### config.mk
export PLATFORM = sky130hd
export DESIGN_NAME = weight_fifo_loader
export DESIGN_NICKNAME = d
export VERILOG_FILES = /design/src/rtl/weight_fifo_loader.sv
export SDC_FILE = /design/constraint.sdc
export NUM_CORES = 1
export LEC_CHECK = 0
export BUFFER_PORTS_ARGS = -buffer_cell sky130_fd_sc_hd__buf_4
export CORE_UTILIZATION = 50
export CTS_BUF_LIST = sky130_fd_sc_hd__clkbuf_16
export DETAILED_ROUTE_END_ITERATION = 8
export HOLD_SLACK_MARGIN = 0.12
export MAX_ROUTING_LAYER = met4
export PLACE_DENSITY = 0.82
export SYNTH_ARGS = -nofsm -noshare
export SYNTH_HDL_FRONTEND = slang
export SYNTH_SLANG_ARGS = --single-unit
### constraint.sdc
create_clock -name clk -period 4.09 [get_ports clk]
set_input_delay 0.2045 -clock clk [delete_from_list [all_inputs] [get_ports clk]]
set_output_delay 0.2045 -clock clk [all_outputs]
set_load 0.1 [all_outputs]
### src/rtl/weight_fifo_loader.sv
// Weight FIFO read-side loader: pops one weight matrix into a shadow register
// and streams it row by row (highest row first) to the PE array.
module weight_fifo_loader #(
  parameter int WEIGHT_BW   = 8,
  parameter int NUM_PE_ROWS = 8,
  parameter int MATRIX_SIZE = 8,
  parameter int FIFO_DEPTH  = 4
) (
  input  logic                                         clk,
  input  logic                                         rstn,
  input  logic                                         fifo_wr,
  output logic                                         fifo_rd_en,
  input  logic [WEIGHT_BW*NUM_PE_ROWS*MATRIX_SIZE-1:0] fifo_data,
  input  logic                                         load_req,
  output logic [WEIGHT_BW*MATRIX_SIZE-1:0]             w_row_data,
  output logic [$clog2(NUM_PE_ROWS)-1:0]               w_row_idx,
  output logic                                         w_row_valid,
  input  logic                                         w_row_ready,
  output logic                                         w_row_last,
  output logic                                         load_busy,
  output logic                                         load_done,
  output logic [$clog2(FIFO_DEPTH+1)-1:0]              occupancy
);

  localparam int ROW_W = WEIGHT_BW * MATRIX_SIZE;
  localparam int IDX_W = $clog2(NUM_PE_ROWS);
  localparam int OCC_W = $clog2(FIFO_DEPTH + 1);

  typedef enum logic [1:0] {
    S_IDLE,
    S_WAIT,
    S_SHIFT,
    S_DONE
  } state_t;

  state_t             state;
  state_t             state_next;
  logic               pending;
  logic [ROW_W-1:0]   shadow [NUM_PE_ROWS];
  logic [IDX_W-1:0]   idx_dec;

  assign load_busy = (state != S_IDLE);
  assign idx_dec   = w_row_idx - 1'b1;

  always_ff @(posedge clk or negedge rstn) begin
    if (!rstn) begin
      state <= S_IDLE;
    end else begin
      state <= state_next;
    end
  end

  // The read is held off while fifo_wr is high so the FIFO never sees a
  // simultaneous read and write.
  always_comb begin
    state_next = state;
    fifo_rd_en = 1'b0;
    case (state)
      S_IDLE: begin
        if (pending && (occupancy != '0) && !fifo_wr) begin
          fifo_rd_en = 1'b1;
          state_next = S_WAIT;
        end
      end
      S_WAIT:  state_next = S_SHIFT;
      S_SHIFT: begin
        if (w_row_valid && w_row_ready && (w_row_idx == '0)) begin
          state_next = S_DONE;
        end
      end
      S_DONE:  state_next = S_IDLE;
      default: state_next = S_IDLE;
    endcase
  end

  always_ff @(posedge clk or negedge rstn) begin
    if (!rstn) begin
      pending <= 1'b0;
    end else if (load_req) begin
      pending <= 1'b1;
    end else if (fifo_rd_en) begin
      pending <= 1'b0;
    end
  end

  always_ff @(posedge clk or negedge rstn) begin
    if (!rstn) begin
      occupancy <= '0;
    end else if (fifo_rd_en) begin
      occupancy <= occupancy - 1'b1;
    end else if (fifo_wr && (occupancy < OCC_W'(FIFO_DEPTH))) begin
      occupancy <= occupancy + 1'b1;
    end
  end

  // The first row is loaded straight from fifo_data so it is valid on the
  // first SHIFT cycle; later rows come from the shadow copy.
  always_ff @(posedge clk or negedge rstn) begin
    if (!rstn) begin
      for (int unsigned r = 0; r < NUM_PE_ROWS; r++) begin
        shadow[r] <= '0;
      end
      w_row_data  <= '0;
      w_row_idx   <= '0;
      w_row_valid <= 1'b0;
      w_row_last  <= 1'b0;
      load_done   <= 1'b0;
    end else begin
      load_done <= 1'b0;
      case (state)
        S_WAIT: begin
          for (int unsigned r = 0; r < NUM_PE_ROWS; r++) begin
            shadow[r] <= fifo_data[r*ROW_W +: ROW_W];
          end
          w_row_data  <= fifo_data[(NUM_PE_ROWS-1)*ROW_W +: ROW_W];
          w_row_idx   <= IDX_W'(NUM_PE_ROWS - 1);
          w_row_valid <= 1'b1;
          w_row_last  <= (NUM_PE_ROWS == 1);
        end
        S_SHIFT: begin
          if (w_row_ready) begin
            if (w_row_idx == '0) begin
              w_row_valid <= 1'b0;
              w_row_last  <= 1'b0;
              load_done   <= 1'b1;
            end else begin
              w_row_idx  <= idx_dec;
              w_row_data <= shadow[idx_dec];
              w_row_last <= (idx_dec == '0);
            end
          end
        end
        default: ;
      endcase
    end
  end

endmodule

==> flow_summary.ini <==
[floorplan]
dieArea_mm2 = 0.0524
die_h_um = 229
core_area_mm2 = 0.0505
num_rows = 82
dieWidth_um = 229
io_pins = 592
start_util_pct = 51.0

[synth]
synthMuxAreaShare_pct = 33.7
synth-simple-area-share_pct = 1.34
yosysWarnings = 0
yosys-top-cells-area = dfrtp_1 (57%), mux2_2 (22%), mux4_2 (11%)
avgSynthCellArea_um2 = 15.5
synth_top_area_cell = dfrtp_1
synth_adder_area_share_pct = 0.370
syn-num-nets = 2189
synth_compound_area_share_pct = 4.68
synth_top_area_share_pct = 57.2
synth_top_family_by_area = multiplexers
netlist_area_mm2 = 0.0257
synth_seq_cells = 588
synthArstFlopShare_pct = 100
ys_seq_area_share_pct = 57.2
synth_cells = 1665
synth_ff_type = dfrtp_1
synth_cell_types = 31
synth-edff-count = 0
synth_xor_xnor_area_share_pct = 0.102

[global_route]
grt_use_total_pct = 37.1
grt_pass1_vias = 23400
antenna_found_initial = 24
grt.overflow.total = 0
grt_max_degree = 196
grt_first_pass_wirelength_um = 142000

[run]
maxCapViolCount = 0

[outcome]
status = complete, no violations

[timing]
period_minus_slack_ns = 2.88
slew_violations = 0
tns_ns = 0
rsz0062_at_grt = no
setup_viol = 0
finalCritPeriodShare_pct = 70.3
maxSlewHeadroom_pct = 18.1
fin_worst_skew_ns = 0.0314
clock.fmax_mhz = 348
hold_viol = 0
max_slew.worst_pin.slew_ns = 1.23

[clocking]
numCtsBuffers = 59
clock-sinks = 588
clockRootBuffer = clkbuf_16
cts_tree = yes
ctsLongestPathBuffers = 3
postCtsSetupBuffers = 0
htree_levels = 2
clkLatencyLatePin_ns = 0.62
ctsResizeCount = 0
clk_pin_slew_ns = 0.07

[worst_setup_path]
crit_end = w_row_data[16]$_DFFE_PN0P_
cp-end-kind = flip-flop
r2r.worst_path.cells = 6
crit_required_ns = 4.61
r2r-end = w_row_data[16]$_DFFE_PN0P_
path_class = reg2reg
setup.worst_path.start_class = flip-flop
cp.arrival_ns = 3.40
worst-r2r-setup-slack_ns = 1.21
critPathLaunch = w_row_idx[0]$_DFFE_PN0P_
r2r-start = w_row_idx[0]$_DFFE_PN0P_
critPathMaxFanout = 64

[final_layout]
final_cell_mix = buf_4 (604), dfrtp_1 (587), dlygate4sd3_1 (517)
syn_to_final_growth_pct = 47.0
design_area_mm2 = 0.0378
fill_cells = 2754
layoutNonFillerInstCount = 3480
drive_above_1_share_pct = 48.5
final_core_util_pct = 74.9
mostFrequentLayoutCell = buf_4
nets = 3262

[power]
p_per_area_mw_per_mm2 = 836
ir_drop_mv = 0.517
power_mw = 31.6
p_leak_nw = 16.3

[routing]
avgRoutedWirePerCell_um = 26.9
ant_nets = 0
first_pass_iters = 5
drt_wl_total_um = 93800
drc = 0
vias = 20600
drt-initial-drc-count = 1924
viasPerCell = 5.91

[place]
portBuffers = 591
dp_hpwl_um = 48400
dp_cells = 2832
place_area_mm2 = 0.0308
routabilityCongestion = 0.847

[min_path]
min_path_type = in2async
==> area by class of cell <==
class                           count  area [µm²]  share of cell area [%]
Antenna cell                       25        62.6                   0.165
Clock buffer                       60        1500                    3.97
Clock inverter                     46         304                   0.804
Inverter                           12        45.0                   0.119
Multi-Input combinational cell    944       10400                    27.5
Sequential cell                   588       14700                    38.9
Tap cell                          672         841                    2.22
Timing Repair Buffer             1133        9940                    26.3
==> cell families after synthesis <==
| family | count (synthesis) |
|---|---|
| simple gates | 86 |
| buf+inv | 133 |
| mux | 643 |
| fa+ha+maj | 7 |
| compound gates | 205 |
| xor+xnor | 3 |
| flops | 588 |
==> worst max-delay path, stage by stage (launching register included) <==
cell	delay, ns
dfrtp_4	0.40
inv_1	0.10
ha_1	0.26
xnor2_1	0.36
and2_4	0.97
a22oi_1	0.31
a21oi_1	0.30
==> where the power goes <==
part	internal, mW	switching, mW	total (mW)
clock network	2.84	2.43	5.27
logic	7.07	8.28	15.4
registers	8.88	2.12	11.0
total	18.8	12.8	31.6
==> how the worst min path moves through the flow <==
stage	startpoint	end	slack, ns
after detailed placement	rstn	shadow[80]$_DFFE_PN0P_	0.29
final	rstn	shadow[16]$_DFFE_PN0P_	0.18
after global placement	rstn	shadow[80]$_DFFE_PN0P_	0.29
after CTS	rstn	shadow[80]$_DFFE_PN0P_	0.24
after global routing	rstn	shadow[16]$_DFFE_PN0P_	0.24
after floorplan	rstn	load_done$_DFF_PN0_	-0.09
==> metrics by stage <==
step           hold WS [ns]  setup WS (ns)
3_3_place_gp          0.286           1.50
2_1_floorplan       -0.0911          0.919
6_report              0.178           1.21
4_1_cts               0.243           1.23
3_5_place_dp          0.285           1.39
5_1_grt               0.236           1.12
==> layer usage <==
metal / track usage (%) / vias up / wire [µm]
li1: - / 8355 / -
met1: 41.0 / 10400 / 32500
met2: 60.7 / 1314 / 47400
met3: 8.32 / 469 / 7310
met4: 23.9 / 0 / 6570
met5: - / - / 0
==> Yosys cell counts, types with 7 or more instances <==
cell / n
inv_1: 12
nor2_1: 69
a21oi_1: 66
a22oi_1: 65
mux4_2: 128
o21ai_0: 65
mux2_2: 513
nand2_1: 7
dfrtp_1: 588
buf_2: 66
buf_1: 8
buf_6: 8
clkbuf_1: 32
==> sequential cells by signal (all words and copies together) (netlist names) <==
register / count
w_row_last: 1
w_row_idx: 3
load_done: 1
w_row_valid: 1
w_row_data: 64
pending: 1
shadow: 512
state: 2
occupancy: 3
==> repair_timing <==
item,4_1_cts,5_1_grt
hold endpoints to repair,670,0
hold buffers,517,0
endpoints found under the setup margin,0,0
(Power assumes the default switching activity.)
